## config.mk

```make
export PLATFORM = sky130hd
export DESIGN_NAME = apb_bridge
export DESIGN_NICKNAME = d
export VERILOG_FILES = /design/src/rtl/apb_bridge.sv
export SDC_FILE = /design/constraint.sdc
export NUM_CORES = 1
export LEC_CHECK = 0
export ABC_AREA = 1
export BUFFER_PORTS_ARGS = -buffer_cell sky130_fd_sc_hd__buf_4
export CORE_AREA = 8 8 136 113
export DETAILED_ROUTE_END_ITERATION = 16
export DIE_AREA = 0 0 144 121
export PLACE_DENSITY = 0.77
export REMOVE_ABC_BUFFERS = 1
export SETUP_SLACK_MARGIN = 0.1
export SLEW_MARGIN = 10
export SYNTH_ARGS = -nofsm -noshare
export SYNTH_HDL_FRONTEND = slang
export SYNTH_SLANG_ARGS = --single-unit
```

## constraint.sdc

```tcl
create_clock -name Pclk -period 3.45 [get_ports Pclk]
set_clock_uncertainty 0.15 [all_clocks]
set_input_delay 0.69 -clock Pclk [delete_from_list [all_inputs] [get_ports Pclk]]
set_output_delay 0.69 -clock Pclk [all_outputs]
set_load 0.01 [all_outputs]
```

## src/rtl/apb_bridge.sv

```systemverilog
// Single-outstanding bridge from the core's valid/ready load/store port to APB.
// One request at a time: address decode, SETUP/ACCESS with wait-state timeout, held response.
module apb_bridge #(
  parameter logic [31:0] BASE    = 32'h2000_0000,
  parameter logic [31:0] SIZE    = 32'h0000_1000,
  parameter int unsigned TIMEOUT = 16
) (
  input  logic        Pclk,
  input  logic        Prst,
  input  logic        req_valid,
  output logic        req_ready,
  input  logic [31:0] req_addr,
  input  logic        req_write,
  input  logic [31:0] req_wdata,
  output logic        rsp_valid,
  input  logic        rsp_ready,
  output logic [31:0] rsp_rdata,
  output logic        rsp_err,
  output logic [31:0] Paddr,
  output logic        Pwrite,
  output logic        Psel,
  output logic        Penable,
  output logic [31:0] Pwdata,
  input  logic [31:0] Prdata,
  input  logic        Pready,
  input  logic        Pslverr
);

  localparam int unsigned CNT_W = 32;

  typedef enum logic [1:0] {
    S_IDLE,
    S_SETUP,
    S_ACCESS,
    S_RESP
  } state_t;

  state_t           r_state;
  logic [CNT_W-1:0] r_wait_cnt;

  logic             w_accept;
  logic             w_addr_ok;
  logic [CNT_W-1:0] w_wait_next;
  logic             w_timeout;

  assign req_ready = (r_state == S_IDLE) && !Prst;
  assign w_accept  = req_valid && req_ready;

  // Offset compare covers both ends of the window, including addresses below BASE.
  assign w_addr_ok   = (req_addr[1:0] == 2'b00) && ((req_addr - BASE) < SIZE);
  assign w_wait_next = r_wait_cnt + CNT_W'(1);
  assign w_timeout   = (TIMEOUT != 0) && (w_wait_next == CNT_W'(TIMEOUT));

  always_ff @(posedge Pclk) begin
    if (Prst) begin
      r_state    <= S_IDLE;
      r_wait_cnt <= '0;
      rsp_valid  <= 1'b0;
      rsp_rdata  <= '0;
      rsp_err    <= 1'b0;
      Psel       <= 1'b0;
      Penable    <= 1'b0;
      Paddr      <= '0;
      Pwrite     <= 1'b0;
      Pwdata     <= '0;
    end else begin
      case (r_state)
        S_IDLE: begin
          if (w_accept) begin
            if (w_addr_ok) begin
              Paddr      <= req_addr;
              Pwrite     <= req_write;
              Pwdata     <= req_wdata;
              Psel       <= 1'b1;
              Penable    <= 1'b0;
              r_wait_cnt <= '0;
              r_state    <= S_SETUP;
            end else begin
              rsp_valid <= 1'b1;
              rsp_err   <= 1'b1;
              rsp_rdata <= '0;
              r_state   <= S_RESP;
            end
          end
        end
        S_SETUP: begin
          Penable <= 1'b1;
          r_state <= S_ACCESS;
        end
        S_ACCESS: begin
          if (Pready) begin
            Psel      <= 1'b0;
            Penable   <= 1'b0;
            rsp_valid <= 1'b1;
            rsp_err   <= Pslverr;
            rsp_rdata <= (!Pwrite && !Pslverr) ? Prdata : '0;
            r_state   <= S_RESP;
          end else if (w_timeout) begin
            Psel      <= 1'b0;
            Penable   <= 1'b0;
            rsp_valid <= 1'b1;
            rsp_err   <= 1'b1;
            rsp_rdata <= '0;
            r_state   <= S_RESP;
          end else begin
            r_wait_cnt <= w_wait_next;
          end
        end
        S_RESP: begin
          if (rsp_ready) begin
            rsp_valid <= 1'b0;
            r_state   <= S_IDLE;
          end
        end
        default: r_state <= S_IDLE;
      endcase
    end
  end

endmodule

```

==> results.txt, run 1 <==
status: complete, no violations
Root Buffer: clkbuf_16
initial antenna violation count: 0
final setup vio count: 0
dpl ws: 0.4947 ns
DRT antenna net count: 0
sequential share of the synthesized area: 40.30%
Design Power: 5.392 mW
CTS tree: done
hold path start: Paddr[17]$_SDFFE_PP0P_
fmax: 0.3494 GHz
Die Height: 121 microns
Leakage: 4.532 nW
First-pass DRT Iterations: 5
Hold/Removal Path Class: flip-flop to flip-flop
min cycle time layout: 2.862 ns
CP startpoint: r_wait_cnt[1]$_SDFFE_PP0P_
IO Pins: 205
Resize count post-CTS: 0
H-tree Lvls: 4
Post-DP HPWL: 14680 microns
layout cells sized above 1: 23.09%
max-cap viol count: 0
nets: 1356
CP Data Arrival Time: 3.06 ns
largest net degree at the start of global routing: 63
Final Hold Vio Count: 0
Synth Register Bits: 135
first-pass GRT wire length: 31640 microns
Die Wd: 144 microns
TritonCTS buffer count: 17
post-CTS setup buffers: 0
Starting Density: 50.92%
Reg clk slew, reported paths: 0.06 ns
Period Utilization, post-route: 82.96%
GR Layer Usage met3: 9.870%
library cells used by synthesis: 29
die area: 17420 sq um
WP data required: 3.65 ns
RSZ-0062 raised after global routing: no
port bufs: 204
grt ovf: 0
Clock Latency Late Sink: 0.42 ns
Max-Slew Margin vs Limit: 59.05%
clock tree buffer depth: 2
Routed wire per std cell: 13.97 microns
gr busiest metal: met2
via-per-instance ratio: 4.839
Rows: 38
hold_buf cts: 0
R2R Path Start: r_wait_cnt[1]$_SDFFE_PP0P_
DRC: 0
Startpoint Class: flip-flop
maximum VDD drop: 389.6 uV
Starting DRT DRC Count: 615
post-route worst setup slack: 0.5878 ns
met2 Use GR: 34.18%
ANT cells: 0
yosys warns: 0
GRT Util Overall: 22.88%
Core Footprint: 13170 sq um
Final Max Tran Viols: 0
worst slew pin tran: 0.6133 ns
average size of a mapped cell: 6.375 sq um
synthesized cell area: 6706 sq um
WS Path Type: flip-flop to flip-flop
number of clock sinks: 135
final RePlAce weighted congestion: 0.9415
CP endpoint kind: flip-flop
synthesis-to-layout area growth: 34.20%
total wire length: 20070 microns
post-synthesis cell count: 1052
power per cell area: 599.1 nW/um^2
vias in the first global route: 6336
Crit Path Max Fanout: 33
via count: 6949
grt met1 use: 28.83%
==> metrics by stage <==
stage          TNS [ns]  instance area (sq um)  hold WS, ns  utilization, %  instances
5_1_grt               0                   9000       0.3256           68.34       1436
3_3_place_gp          0                   8369       0.2932           63.55       1405
2_1_floorplan    -47.00                   6475       0.2927               -       1007
6_report              0                   9000       0.3043           68.34       1436
3_5_place_dp          0                   8369       0.2981           63.55       1405
4_1_cts               0                   9000       0.3077           68.34       1436
==> state kept, by name, indices dropped and copies added (netlist names) <==
register	count
rsp_valid	1
Penable	1
Psel	1
rsp_rdata	32
r_wait_cnt	32
Pwrite	1
Pwdata	32
rsp_err	1
r_state	2
Paddr	32
==> synthesized netlist by cell type (all sizes together) <==
master / n / area, sq um
nand2: 303 / 1172
nor2: 216 / 860.8
inv: 143 / 536.8
dfxtp: 135 / 2703
nand3: 75 / 380.4
o21ai: 52 / 260.3
a21oi: 32 / 160.2
clkbuf: 30 / 112.6
buf: 15 / 118.9
nand3b: 10 / 75.07
ha: 9 / 112.6
nand4: 8 / 50.05
nor4: 8 / 50.05
xor2: 5 / 43.79
nor3: 4 / 20.02
and3: 2 / 12.51
or2: 2 / 12.51
xnor2: 2 / 17.52
a211oi: 1 / 7.510
==> path summary, 6_finish.rpt <==
| check | slack [ns] | end | cells after the start |
|---|---|---|---|
| max | 0.59 | rsp_rdata[14]$_SDFFE_PP0P_ | 19 |
| max reg2reg | 0.59 | rsp_rdata[14]$_SDFFE_PP0P_ | 19 |
| min | 0.30 | Paddr[17]$_SDFFE_PP0P_ | 2 |
| min reg2reg | 0.30 | Paddr[17]$_SDFFE_PP0P_ | 2 |
==> kinds of logic after synthesis <==
| logic type | synth area share (%) |
|---|---|
| buffers and inverters | 11.46 |
| AND/OR/NAND/NOR | 39.27 |
| adder cells (fa/ha/maj) | 1.679 |
| XOR/XNOR | 0.9142 |
| flip-flops | 40.30 |
| AO/OA/AOI/OAI | 6.381 |
==> cell usage in the layout, fill, tap and decap left out, types with 4 or more instances in the layout <==
cell type and n:
nand2_1 291, buf_4 217, nor2_1 206, dfxtp_1 135
inv_1 130, nand3_1 73, o21ai_0 48, a21oi_1 32
clkbuf_16 17, inv_2 13, nand2_2 11, nand3b_1 10
ha_1 9, nand4_1 8, nor4_1 7, nor2_2 5
nor2_4 5, xor2_1 5, bufinv_16 4
==> critical path, cell delays in order, from the launching register on <==
cell and delay [ns]:
dfxtp_1 0.37, ha_1 0.22, nand2_1 0.08, nor2_2 0.17, nand2_2 0.14, nor2_4 0.19, nand2_1 0.08, nand2_1 0.05
nand2_1 0.07, nor2_1 0.14, nand2_1 0.10, nor2_1 0.09, nand3_1 0.09, nand3_2 0.11, nand2_1 0.07, inv_2 0.09
nand2_4 0.23, nand2_1 0.16, inv_1 0.06, nor2_1 0.10
==> layer usage <==
layer | vias to the layer above | share of wire [%]
met5 | - | 0
met2 | 269 | 43
met4 | 0 | 1.6
li1 | 3595 | -
met3 | 26 | 12
met1 | 3059 | 43
==> cell type report <==
cell class,instances,area [sq um]
fillers,1144,4170
clock buffers,20,456.7
multi-input cells,729,3256
inverters,143,536.8
well taps,180,225.2
flip-flops and latches,135,2703
clock inverters,11,173.9
repair buffers,218,1649
==> where the power goes <==
part           total, mW  switching, mW  leakage (nW)  internal (mW)
combinational       1.66           1.03          3.14          0.639
clock               1.93          0.682         0.298           1.24
sequential          1.80         0.0876          1.09           1.71
total               5.39           1.80          4.53           3.60
Note: power is estimated with default switching activity, not from simulation.
==> inputs of run 2 (changes only) <==
--- a/config.mk
+++ b/config.mk
@@ -7,10 +7,10 @@
 export LEC_CHECK = 0
 export ABC_AREA = 1
 export BUFFER_PORTS_ARGS = -buffer_cell sky130_fd_sc_hd__buf_4
-export CORE_AREA = 8 8 136 113
+export CORE_AREA = 8 8 143 118
 export DETAILED_ROUTE_END_ITERATION = 16
-export DIE_AREA = 0 0 144 121
-export PLACE_DENSITY = 0.77
+export DIE_AREA = 0 0 151 126
+export PLACE_DENSITY = 0.73
 export REMOVE_ABC_BUFFERS = 1
 export SETUP_SLACK_MARGIN = 0.1
 export SLEW_MARGIN = 10
==> constraint.sdc (replaced) <==
create_clock -name Pclk -period 2.6 [get_ports Pclk]
set_clock_uncertainty 0.15 [all_clocks]
set_input_delay 0.52 -clock Pclk [delete_from_list [all_inputs] [get_ports Pclk]]
set_output_delay 0.52 -clock Pclk [all_outputs]
set_load 0.01 [all_outputs]
==> run 2 against run 1 <==
  * The flow now finishes with violations (negative setup slack)
  * Global-route usage decreased by 0.91 points
  * Sequential share of layout area decreased by 2.8 points
  * Register-to-register slack got worse by 0.66 ns
  * Cell count increased by 4.5%
  * First-iteration DRC count decreased by 25%
  * Clock power increased by 24%
  * Fmax increased by 7.3%
  * Total power increased by 48%
  * Design area increased by 11%
  * Sequential cell count unchanged
==> results.txt, run 2 (synthesized netlist as in run 1, its figures left out) <==
failing checks: negative setup slack
Die Wd: 151 microns
DRC: 0
Most Frequent Cell on Critical Path: nand2_2
fmax: 0.3748 GHz
min cycle time layout: 2.668 ns
H-tree Lvls: 4
First-pass DRT Iterations: 5
Startpoint Class: flip-flop
initial antenna violation count: 0
R2R Path Start: r_wait_cnt[1]$_SDFFE_PP0P_
Core Footprint: 14610 sq um
Starting Density: 45.89%
grt ovf: 0
total wire length: 21710 microns
crit-path max cell delay: 0.36 ns
dpl ws: -0.08506 ns
IO Pins: 205
reg2reg end: rsp_rdata[4]$_SDFFE_PP0P_
post-route worst setup slack: -0.06800 ns
hold path start: req_addr[6]
final RePlAce weighted congestion: 0.9761
Final Hold Vio Count: 0
Root Buffer: clkbuf_16
Routed wire per std cell: 14.48 microns
Clock Latency Late Sink: 0.42 ns
die area: 19030 sq um
nets: 1410
Hold Path Depth: 3
CP startpoint: r_wait_cnt[1]$_SDFFE_PP0P_
CTS tree: done
maximum VDD drop: 688.4 uV
power per cell area: 800.4 nW/um^2
Reg clk slew, reported paths: 0.07 ns
via-per-instance ratio: 4.846
commonest non-fill, non-tap cell in the layout: nand2_1
Hold/Removal Path Class: input port to flip-flop
worst path cell trace: ha_4 > nand2_4 > nor2_4 > nand2_4 > nor2_4 > buf_6 > nand2_2 > nand2_1 > nand2_2 > nor2_2 > nand2_1 > nor2_1 > nand3_1 > nand3_2 > nand2_2 > clkinv_4 > nand2_8 > clkbuf_16 > nand2_2 > inv_2 > nor2_1
RSZ-0062 raised after global routing: yes
setup TNS: -2.252 ns
area of the multi-input gates: 3638 sq um
WP data required: 2.81 ns
status: complete, but fails checks
register area: 2716 sq um
final setup vio count: 61
Crit Path Max Fanout: 7
Critical Path Sink: rsp_rdata[4]$_SDFFE_PP0P_
clock tree buffer depth: 2
Design Power: 7.995 mW
Rows: 40
synthesis-to-layout area growth: 48.94%
Fill cells: 1262
hold_buf cts: 0
internal reg-to-reg setup slack: -0.07 ns
via count: 7269
Max-Slew Margin vs Limit: 74.32%
TritonCTS buffer count: 17
fin util: 68.35%
Starting DRT DRC Count: 459
Slowest-stage cell, CP: dfxtp_2
DRT antenna net count: 0
largest net degree at the start of global routing: 77
ANT cells: 0
vias in the first global route: 6938
Crit path buffers/inverters: 4
worst slew pin tran: 0.3851 ns
Leakage: 4.941 nW
Post-DP HPWL: 15370 microns
layout cells sized above 1: 33.41%
first-pass GRT wire length: 33800 microns
number of clock sinks: 135
r2r worst-path depth: 21
Final Max Tran Viols: 0
Period Utilization, post-route: 102.6%
CP endpoint kind: flip-flop
GRT Util Overall: 21.97%
WS Path Type: flip-flop to flip-flop
CP delay by family, top: simple AND/OR/NAND/NOR gates
port bufs: 204
Crit path depth: 21
most frequent cells in the layout: nand2_1 (259), buf_4 (251), nor2_1 (184)
CP Data Arrival Time: 2.88 ns
Die Height: 126 microns
max-cap viol count: 0
[run 2: cell types whose count changed in the layout (fill, tap and decap cells not counted), sizes merged]
| cell | change |
|---|---|
| clkinv | -1 |
| bufinv | -3 |
| buf | +49 |
| inv | +8 |
| clkbuf | +2 |
[run 2: metrics by stage]
step           instances  cell area (sq um)  hold WS (ns)
6_report            1500               9988        0.1701
5_1_grt             1500               9988        0.1570
3_5_place_dp        1453               8736        0.2966
2_1_floorplan       1007               6475        0.2927
3_3_place_gp        1453               8736        0.2932
4_1_cts             1488               9477        0.1543
[run 2: worst min path at each step]
stage               slack [ns]                          end
CTS                       0.15       Pwdata[6]$_SDFFE_PP0P_
detailed placement        0.30       Paddr[18]$_SDFFE_PP0P_
global placement          0.29       Paddr[19]$_SDFFE_PP0P_
finish                    0.17        Paddr[6]$_SDFFE_PP0P_
global route              0.16       Pwdata[6]$_SDFFE_PP0P_
floorplan                 0.29  r_wait_cnt[31]$_SDFFE_PP0P_
[run 2: area by class of cell]
cell class / instances / share of cell area [%]
tap: 189 / 2.368
multi-input combinational: 729 / 36.43
clock buffer: 17 / 4.259
sequential: 135 / 27.20
inverter: 143 / 5.424
timing repair buffer: 272 / 22.70
clock inverter: 15 / 1.628
[run 2: timing repair]
item | 4_1_cts | 5_1_grt
gates cloned | 1 | 5
resized for setup | 34 | 107
pin swaps | 8 | 43
setup buffers | 2 | 7
endpoints found under the setup margin | 70 | 71
[run 2: per-layer routing]
layer / vias to the layer above / part of all wire (%) / GRT usage [%]
met2: 292 / 45 / 34.06
met3: 20 / 12 / 10.20
met5: - / 0 / 0
met1: 3243 / 41 / 26.61
met4: 0 / 1.1 / 6.392
li1: 3714 / - / -
[run 2: power breakdown]
| group | internal (mW) | leakage [nW] | switching (mW) |
|---|---|---|---|
| registers | 2.27 | 1.10 | 0.123 |
| clock network | 1.36 | 0.282 | 1.03 |
| logic | 1.42 | 3.56 | 1.79 |
| total | 5.05 | 4.94 | 2.94 |
[run 2: tightest hold or removal path: cells and delay by family]
family,cells,cell delay [ns]
buffers and inverters,1,0.07
and+or+nand+nor,2,0.11
